==> src/rtl/regfile_write_arbiter_pkg.sv <==
// Shared constants for the register-file write-port arbiter: widths, FSM
// encoding and requester indices.
package regfile_write_arbiter_pkg;

   localparam int ADDR_W = 4;
   localparam int DATA_W = 32;
   localparam int NREGS  = 16;

   // FSM state names the source currently driven onto the write port
   localparam logic [1:0] ST_IDLE = 2'd0;
   localparam logic [1:0] ST_WR0  = 2'd1;
   localparam logic [1:0] ST_WR1  = 2'd2;

   localparam logic REQ_ALU = 1'b0;
   localparam logic REQ_MEM = 1'b1;

   function automatic logic other_req(input logic idx);
      return ~idx;
   endfunction

endpackage

==> src/rtl/regfile_write_arbiter_if.sv <==
// Bus bundle between the two writeback requesters, the register-file write port
// and decode. Bypass read ports exist only with REGFILE_ARB_BYPASS_EN.
interface regfile_write_arbiter_if #(
   parameter int ADDR_W = regfile_write_arbiter_pkg::ADDR_W,
   parameter int DATA_W = regfile_write_arbiter_pkg::DATA_W,
   parameter int NREGS  = regfile_write_arbiter_pkg::NREGS
);
   logic              req0_valid;
   logic [ADDR_W-1:0] req0_addr;
   logic [DATA_W-1:0] req0_data;
   logic              req0_ready;

   logic              req1_valid;
   logic [ADDR_W-1:0] req1_addr;
   logic [DATA_W-1:0] req1_data;
   logic              req1_ready;

   logic [ADDR_W-1:0] rf_c;
   logic [DATA_W-1:0] rf_pc;
   logic              rf_enable;
   logic [NREGS-1:0]  pending_mask;
   logic              busy;

`ifdef REGFILE_ARB_BYPASS_EN
   logic [ADDR_W-1:0] rd_a;
   logic [ADDR_W-1:0] rd_b;
   logic              fwd_a_hit;
   logic              fwd_b_hit;
   logic [DATA_W-1:0] fwd_a_data;
   logic [DATA_W-1:0] fwd_b_data;
`endif

   modport master (
      output req0_valid, req0_addr, req0_data,
      input  req0_ready,
      output req1_valid, req1_addr, req1_data,
      input  req1_ready,
      input  rf_c, rf_pc, rf_enable, pending_mask, busy
`ifdef REGFILE_ARB_BYPASS_EN
      , output rd_a, rd_b,
      input  fwd_a_hit, fwd_b_hit, fwd_a_data, fwd_b_data
`endif
   );

   modport slave (
      input  req0_valid, req0_addr, req0_data,
      output req0_ready,
      input  req1_valid, req1_addr, req1_data,
      output req1_ready,
      output rf_c, rf_pc, rf_enable, pending_mask, busy
`ifdef REGFILE_ARB_BYPASS_EN
      , input rd_a, rd_b,
      output fwd_a_hit, fwd_b_hit, fwd_a_data, fwd_b_data
`endif
   );

endinterface

==> src/rtl/regfile_hold_slot.sv <==
// One-entry holding register for a writeback requester. Ready is purely the
// empty flag; the entry frees on the edge it is granted.
module regfile_hold_slot #(
   parameter int ADDR_W = 4,
   parameter int DATA_W = 32
) (
   input  logic              clk,
   input  logic              rst_n,
   input  logic              i_valid,
   input  logic [ADDR_W-1:0] i_addr,
   input  logic [DATA_W-1:0] i_data,
   input  logic              i_grant,
   output logic              o_ready,
   output logic              o_load,
   output logic              o_held,
   output logic [ADDR_W-1:0] o_addr,
   output logic [DATA_W-1:0] o_data
);

   logic              r_valid;
   logic [ADDR_W-1:0] r_addr;
   logic [DATA_W-1:0] r_data;

   assign o_ready = ~r_valid;
   assign o_load  = i_valid & ~r_valid;
   assign o_held  = r_valid;
   assign o_addr  = r_addr;
   assign o_data  = r_data;

   // A held entry cannot be reloaded and granted on the same edge since ready is low
   always_ff @(posedge clk or negedge rst_n) begin
      if (!rst_n) begin
         r_valid <= 1'b0;
         r_addr  <= '0;
         r_data  <= '0;
      end else if (o_load) begin
         r_valid <= 1'b1;
         r_addr  <= i_addr;
         r_data  <= i_data;
      end else if (i_grant) begin
         r_valid <= 1'b0;
      end
   end

endmodule

==> src/rtl/regfile_write_arbiter.sv <==
// Arbitrates two writeback requesters onto the single register-file write port,
// round-robin with oldest-first on same-address conflicts. Optional bypass
// forwarding is enabled by defining REGFILE_ARB_BYPASS_EN.
module regfile_write_arbiter #(
   parameter int DATA_W = regfile_write_arbiter_pkg::DATA_W,
   parameter int ADDR_W = regfile_write_arbiter_pkg::ADDR_W,
   parameter int NREGS  = regfile_write_arbiter_pkg::NREGS
) (
   input logic                   CLK,
   input logic                   RESET,
   regfile_write_arbiter_if.slave bus
);
   import regfile_write_arbiter_pkg::*;

   localparam logic [NREGS-1:0] ONE_HOT_LSB = {{(NREGS-1){1'b0}}, 1'b1};

   logic [1:0]        w_req_valid;
   logic [ADDR_W-1:0] w_req_addr  [2];
   logic [DATA_W-1:0] w_req_data  [2];
   logic [1:0]        w_ready;
   logic [1:0]        w_load;
   logic [1:0]        w_held;
   logic [1:0]        w_grant;
   logic [ADDR_W-1:0] w_hold_addr [2];
   logic [DATA_W-1:0] w_hold_data [2];

   logic              w_gnt_vld;
   logic              w_gnt_idx;
   logic              w_rr_update;
   logic              w_age_next;
   logic [NREGS-1:0]  w_pending;

   logic [1:0]        r_state;
   logic [ADDR_W-1:0] r_rf_c;
   logic [DATA_W-1:0] r_rf_pc;
   logic              r_rr_ptr;
   logic              r_age;

   assign w_req_valid[0] = bus.req0_valid;
   assign w_req_addr[0]  = bus.req0_addr;
   assign w_req_data[0]  = bus.req0_data;
   assign w_req_valid[1] = bus.req1_valid;
   assign w_req_addr[1]  = bus.req1_addr;
   assign w_req_data[1]  = bus.req1_data;

   generate
      for (genvar gi = 0; gi < 2; gi++) begin : g_slot
         regfile_hold_slot #(
            .ADDR_W (ADDR_W),
            .DATA_W (DATA_W)
         ) u_slot (
            .clk     (CLK),
            .rst_n   (RESET),
            .i_valid (w_req_valid[gi]),
            .i_addr  (w_req_addr[gi]),
            .i_data  (w_req_data[gi]),
            .i_grant (w_grant[gi]),
            .o_ready (w_ready[gi]),
            .o_load  (w_load[gi]),
            .o_held  (w_held[gi]),
            .o_addr  (w_hold_addr[gi]),
            .o_data  (w_hold_data[gi])
         );
      end
   endgenerate

   // r_age names the older slot; rr_ptr only moves on a different-address contest
   always_comb begin
      w_gnt_vld   = 1'b0;
      w_gnt_idx   = REQ_ALU;
      w_rr_update = 1'b0;
      case (w_held)
         2'b01: begin
            w_gnt_vld = 1'b1;
            w_gnt_idx = REQ_ALU;
         end
         2'b10: begin
            w_gnt_vld = 1'b1;
            w_gnt_idx = REQ_MEM;
         end
         2'b11: begin
            w_gnt_vld = 1'b1;
            if (w_hold_addr[0] == w_hold_addr[1]) begin
               w_gnt_idx = r_age;
            end else begin
               w_gnt_idx   = other_req(r_rr_ptr);
               w_rr_update = 1'b1;
            end
         end
         default: begin
            w_gnt_vld = 1'b0;
         end
      endcase
   end

   assign w_grant[0] = w_gnt_vld & (w_gnt_idx == REQ_ALU);
   assign w_grant[1] = w_gnt_vld & (w_gnt_idx == REQ_MEM);

   // A newly loaded entry is younger only if the other slot stays occupied past this edge
   always_comb begin
      w_age_next = r_age;
      case (w_load)
         2'b11:   w_age_next = REQ_ALU;
         2'b01:   w_age_next = (w_held[1] & ~w_grant[1]) ? REQ_MEM : REQ_ALU;
         2'b10:   w_age_next = (w_held[0] & ~w_grant[0]) ? REQ_ALU : REQ_MEM;
         default: w_age_next = r_age;
      endcase
   end

   always_ff @(posedge CLK or negedge RESET) begin
      if (!RESET) begin
         r_state  <= ST_IDLE;
         r_rf_c   <= '0;
         r_rf_pc  <= '0;
         r_rr_ptr <= REQ_ALU;
         r_age    <= REQ_ALU;
      end else begin
         r_age <= w_age_next;
         if (w_rr_update) begin
            r_rr_ptr <= w_gnt_idx;
         end
         if (w_gnt_vld) begin
            r_state <= (w_gnt_idx == REQ_MEM) ? ST_WR1 : ST_WR0;
            r_rf_c  <= w_hold_addr[w_gnt_idx];
            r_rf_pc <= w_hold_data[w_gnt_idx];
         end else begin
            r_state <= ST_IDLE;
         end
      end
   end

   always_comb begin
      w_pending = '0;
      for (int i = 0; i < 2; i++) begin
         if (w_held[i]) begin
            w_pending = w_pending | (ONE_HOT_LSB << w_hold_addr[i]);
         end
      end
      if (r_state != ST_IDLE) begin
         w_pending = w_pending | (ONE_HOT_LSB << r_rf_c);
      end
   end

   assign bus.req0_ready   = w_ready[0];
   assign bus.req1_ready   = w_ready[1];
   assign bus.rf_c         = r_rf_c;
   assign bus.rf_pc        = r_rf_pc;
   assign bus.rf_enable    = (r_state != ST_IDLE);
   assign bus.pending_mask = w_pending;
   assign bus.busy         = (|w_held) | (r_state != ST_IDLE);

`ifdef REGFILE_ARB_BYPASS_EN
   logic              w_young_idx;
   logic              w_old_idx;
   logic [ADDR_W-1:0] w_rd    [2];
   logic [1:0]        w_hit;
   logic [DATA_W-1:0] w_fwd   [2];

   assign w_young_idx = other_req(r_age);
   assign w_old_idx   = r_age;
   assign w_rd[0]     = bus.rd_a;
   assign w_rd[1]     = bus.rd_b;

   // Youngest pending copy wins: younger hold, older hold, then the port entry
   generate
      for (genvar gi = 0; gi < 2; gi++) begin : g_fwd
         logic w_young_hit;
         logic w_old_hit;
         logic w_port_hit;

         assign w_young_hit = w_held[w_young_idx] & (w_hold_addr[w_young_idx] == w_rd[gi]);
         assign w_old_hit   = w_held[w_old_idx] & (w_hold_addr[w_old_idx] == w_rd[gi]);
         assign w_port_hit  = (r_state != ST_IDLE) & (r_rf_c == w_rd[gi]);
         assign w_hit[gi]   = w_young_hit | w_old_hit | w_port_hit;
         assign w_fwd[gi]   = w_young_hit ? w_hold_data[w_young_idx] :
                              w_old_hit   ? w_hold_data[w_old_idx]   : r_rf_pc;
      end
   endgenerate

   assign bus.fwd_a_hit  = w_hit[0];
   assign bus.fwd_b_hit  = w_hit[1];
   assign bus.fwd_a_data = w_fwd[0];
   assign bus.fwd_b_data = w_fwd[1];
`endif

endmodule

==> src/flat_wrapper.sv <==
// flat-port wrapper written by rule: the top's interface ports become plain ports
module regfile_write_arbiter_flat import regfile_write_arbiter_pkg::*;
#(
   parameter int DATA_W = regfile_write_arbiter_pkg::DATA_W,
   parameter int ADDR_W = regfile_write_arbiter_pkg::ADDR_W,
   parameter int NREGS  = regfile_write_arbiter_pkg::NREGS
)
  (CLK, RESET, bus_req0_valid, bus_req0_addr, bus_req0_data, bus_req0_ready, bus_req1_valid, bus_req1_addr, bus_req1_data, bus_req1_ready, bus_rf_c, bus_rf_pc, bus_rf_enable, bus_pending_mask, bus_busy);
  regfile_write_arbiter_if #(.ADDR_W(ADDR_W), .DATA_W(DATA_W), .NREGS(NREGS)) bus_i ();
  input logic CLK;
  input logic RESET;
  input wire logic [$bits(bus_i.req0_valid)-1:0] bus_req0_valid;
  input wire logic [$bits(bus_i.req0_addr)-1:0] bus_req0_addr;
  input wire logic [$bits(bus_i.req0_data)-1:0] bus_req0_data;
  output wire logic [$bits(bus_i.req0_ready)-1:0] bus_req0_ready;
  input wire logic [$bits(bus_i.req1_valid)-1:0] bus_req1_valid;
  input wire logic [$bits(bus_i.req1_addr)-1:0] bus_req1_addr;
  input wire logic [$bits(bus_i.req1_data)-1:0] bus_req1_data;
  output wire logic [$bits(bus_i.req1_ready)-1:0] bus_req1_ready;
  output wire logic [$bits(bus_i.rf_c)-1:0] bus_rf_c;
  output wire logic [$bits(bus_i.rf_pc)-1:0] bus_rf_pc;
  output wire logic [$bits(bus_i.rf_enable)-1:0] bus_rf_enable;
  output wire logic [$bits(bus_i.pending_mask)-1:0] bus_pending_mask;
  output wire logic [$bits(bus_i.busy)-1:0] bus_busy;
  assign bus_i.req0_valid = bus_req0_valid;
  assign bus_i.req0_addr = bus_req0_addr;
  assign bus_i.req0_data = bus_req0_data;
  assign bus_req0_ready = bus_i.req0_ready;
  assign bus_i.req1_valid = bus_req1_valid;
  assign bus_i.req1_addr = bus_req1_addr;
  assign bus_i.req1_data = bus_req1_data;
  assign bus_req1_ready = bus_i.req1_ready;
  assign bus_rf_c = bus_i.rf_c;
  assign bus_rf_pc = bus_i.rf_pc;
  assign bus_rf_enable = bus_i.rf_enable;
  assign bus_pending_mask = bus_i.pending_mask;
  assign bus_busy = bus_i.busy;
  regfile_write_arbiter #(.DATA_W(DATA_W), .ADDR_W(ADDR_W), .NREGS(NREGS)) u_core (.CLK(CLK), .RESET(RESET), .bus(bus_i));
endmodule
==> config.mk <==
export PLATFORM = sky130hd
export DESIGN_NAME = regfile_write_arbiter_flat
export DESIGN_NICKNAME = d
export VERILOG_FILES = /design/src/rtl/regfile_write_arbiter_pkg.sv /design/src/rtl/regfile_write_arbiter_if.sv /design/src/rtl/regfile_hold_slot.sv /design/src/rtl/regfile_write_arbiter.sv /design/src/flat_wrapper.sv
export SDC_FILE = /design/constraint.sdc
export NUM_CORES = 1
export LEC_CHECK = 0
export ABC_AREA = 1
export BUFFER_PORTS_ARGS = -buffer_cell sky130_fd_sc_hd__buf_2
export CAP_MARGIN = 20
export CORE_ASPECT_RATIO = 0.7
export CORE_MARGIN = 3
export CORE_UTILIZATION = 50
export CTS_CLUSTER_DIAMETER = 30
export DETAILED_ROUTE_END_ITERATION = 10
export GPL_ROUTABILITY_DRIVEN = 0
export GPL_TIMING_DRIVEN = 0
export PLACE_DENSITY = 0.82
export SETUP_SLACK_MARGIN = 0.1
export SYNTH_ARGS = -nofsm -noshare
export SYNTH_HDL_FRONTEND = slang
export SYNTH_SLANG_ARGS = --single-unit
==> constraint.sdc <==
create_clock -name CLK -period 3.2 [get_ports CLK]
set_input_delay 0 -clock CLK [delete_from_list [all_inputs] [get_ports CLK]]
set_output_delay 0 -clock CLK [all_outputs]
set_load 0.05 [all_outputs]
==> reports/metrics.csv <==
metric;value;unit
status;completed;
DRC violations left;0;
YS warnings;0;
global-route wire length before repair;26190;um
Setup CP Type;register to primary output;
Routed WL per cell;15.55;um
largest net degree at the start of global routing;64;
family with the most delay on the worst path;simple AND/OR/NAND/NOR gates;
Sw Ratio;46.37;%
CTS Buffer Depth;2;
Post-Layout Cell Count;1022;
Slowest-stage cell, CP;nor2_1;
combinational cell fraction of total power;47.0;%
clock sinks;114;
Inserted Diodes;0;
power per cell area;1179;nW/um2
WHS Path Cells;4;
Worst-path clk slew;0.05;ns
clock share of power;23.4;%
Mapped Nets;736;
Fin Setup TNS;0;ns
Buffers on Ports;131;
CP Max Fanout;10;
vias per inst;5.252;
Hold/Removal Path Class;primary input to register;
Unique masters post-synth;23;
post-synthesis sequential area ratio;53.36;%
period utilisation layout;71.33;%
Final Skew;0.008471;ns
GRT Residual Overflow;0;
ratio of cells with drive above 1 in the final layout;25.39;%
CTS tree;built;
Critical Path RT;3.20;ns
post-DP HPWL;10260;um
WP data arrival;2.28;ns
Avg Inst Size Synth;8.138;um2
R2R Setup Slk;0.98;ns
initial antenna violation count;0;
Rows;30;
core area;10060;um2
critical-path cell list;nor2_1 -> clkbuf_1 -> nand2_1 -> buf_2;
cells after synthesis;657;
Final Hold Fails;0;
clock latency at the later pin of the worst-skew pair;0.41;ns
synthesized cell area;5346;um2
Seq pwr share;29.6;%
GR peak layer;met2;
final number of setup-violating endpoints;0;
CTS root buffer;clkbuf_16;
met1 Use GR;35.89;%
Pint;4793;uW
CTS resizes;0;
Pins Over Slew Limit;0;
initial cell density of the core;53.15;%
vias in the first global route;5478;
P_leak;0.004057;uW
minimum clock period;2.283;ns
slowest stage delay, CP;0.65;ns
switching power;4144;uW
antenna-violating nets left;0;
FF-to-FF path depth;9;
die area;11990;um2
Worst setup SP type;register;
synthesis-to-finish area growth;41.73;%
post-CTS setup buffer count;0;
dpl cells;917;
Max-Cap Viols;0;
met2 usage;45.45;%
DRT Pass-1 Iters;5;
post-layout util;75.32;%
maximum clock rate;0.4381;GHz
number of I/O pins;132;
crit end category;primary output;
GR Util All Layers;27.78;%
Slew HR;46.16;%
Via Count;5368;
nets@finish;960;
Die Y;92.52;um
DRT iter0 DRCs;434;
VDD IR max;0.6793;mV
H-tree levels;4;
Hold Buf Count CTS;73;
worst slew pin tran;0.8046;ns
Chip Width;129.6;um
TritonCTS Buffers;17;
flops & latches, synth;114;
WP depth;4;
Post-Route WL;15890;um
met3 GRT Util;8.069;%
RSZ-0062 raised after global routing;false;
WP buf/inv;2;
-- routing by layer --
metal	share of wire, %	wire (um)
met3	8.4	1337
met4	1.2	196
met5	0	0
met1	42	6746
met2	48	7607
-- power groups by stage --
stage | clock (uW) | combinational, uW | sequential, uW
floorplan | 0 | 2400 | 3240
global placement | 0 | 3960 | 2590
detailed placement | 0 | 4080 | 2620
CTS | 2100 | 4190 | 2630
global route | 2170 | 4570 | 2720
finish | 2090 | 4200 | 2650
-- cells by family after synthesis --
kind of cell	count (synthesis)	synth area share (%)
and+or+nand+nor	467	38.94
DFF	114	53.36
buffers and inverters	59	5.500
AOI/OAI and AO/OA	13	1.334
adders and majority gates	3	0.7022
xor gates and xnor gates	1	0.1638
-- stage by stage --
step	area, um2	hold slack, ns	setup WS [ns]	total power (uW)
6_report	7577	0.04691	0.9173	8936
5_1_grt	7577	0.07256	0.7777	9458
4_1_cts	7577	0.05567	0.9073	8913
3_5_place_dp	6192	0.08018	1.051	6707
3_3_place_gp	6162	0.1940	0.8682	6547
2_1_floorplan	5346	-0.2956	0.6403	5636
-- worst register-to-register path, delay by kind of cell, from the launching register on --
family                     cells  cell delay, ns
adders and majority gates      1            0.23
AOI/OAI and AO/OA              2            0.26
and+or+nand+nor                2            0.33
buffers and inverters          4            0.89
DFF                            1            0.41
-- Yosys cell counts --
library cell  instances  area [um2]
a21oi_1               1       5.000
buf_12                2       40.04
buf_2                 5       25.02
buf_4                 3       22.52
buf_6                 3       33.78
clkbuf_1             21       78.83
dfrtp_1             114        2853
ha_1                  3       37.54
inv_1                21       78.83
inv_2                 4       15.01
nand2_1             322        1209
nand2_2              25       156.4
nand3_1              67       335.3
nand3_2              21       210.2
nand3_4               1       17.52
nor2_1                7       26.28
nor2_2                1       6.260
nor2_4                1       11.26
nor3_1               22       110.1
o211ai_1              1       7.510
o21ai_0              10       50.05
o311ai_0              1       8.760
xor2_1                1       8.760
-- placed cells by master, fill, tap and decap left out --
cell	n
a21oi_1	1
buf_12	2
buf_16	1
buf_2	135
buf_4	4
buf_6	3
bufinv_16	5
clkbuf_1	24
clkbuf_16	17
clkbuf_8	3
clkinv_2	2
clkinv_4	1
clkinvlp_4	1
dfrtp_1	114
dlygate4sd3_1	73
ha_1	3
inv_1	21
inv_2	4
nand2_1	322
nand2_2	25
nand3_1	67
nand3_2	21
nand3_4	1
nor2_1	7
nor2_2	1
nor2_4	1
nor3_1	22
o211ai_1	1
o21ai_0	10
o311ai_0	1
xor2_1	1
-- registers in the layout, summed over array words and instances, names as in the netlist --
signal / flops
u_core.g_slot.u_slot.o_data: 64
u_core.r_state: 2
u_core.bus.rf_c: 4
u_core.g_slot.u_slot.o_held: 2
u_core.g_slot.u_slot.o_addr: 8
u_core.r_age: 1
u_core.bus.rf_pc: 32
u_core.r_rr_ptr: 1
-- worst paths after layout --
path                                               startpoint                            endpoint
max                            u_core.g_slot[0].u_slot.o_held                            bus_busy
min                                            bus_req0_valid  u_core.g_slot[0].u_slot.o_data[25]
max reg2reg                    u_core.g_slot[1].u_slot.o_held                        u_core.r_age
min reg2reg                u_core.g_slot[1].u_slot.o_data[30]                u_core.bus.rf_pc[30]
max in group asynchronous                               RESET   u_core.g_slot[0].u_slot.o_data[4]
min in group asynchronous                               RESET  u_core.g_slot[1].u_slot.o_data[25]
-- layout make-up --
| class | instances | area [um2] |
|---|---|---|
| Sequential cell | 114 | 2853 |
| Timing Repair Buffer | 205 | 1416 |
| Tap cell | 128 | 160.2 |
| Multi-Input combinational cell | 484 | 2200 |
| Buffer | 34 | 200.2 |
| Fill cell | 707 | 2482 |
| Inverter | 25 | 93.84 |
| Clock inverter | 9 | 176.4 |
| Clock buffer | 23 | 478.0 |
No activity file was read; power rests on OpenSTA's default activity.
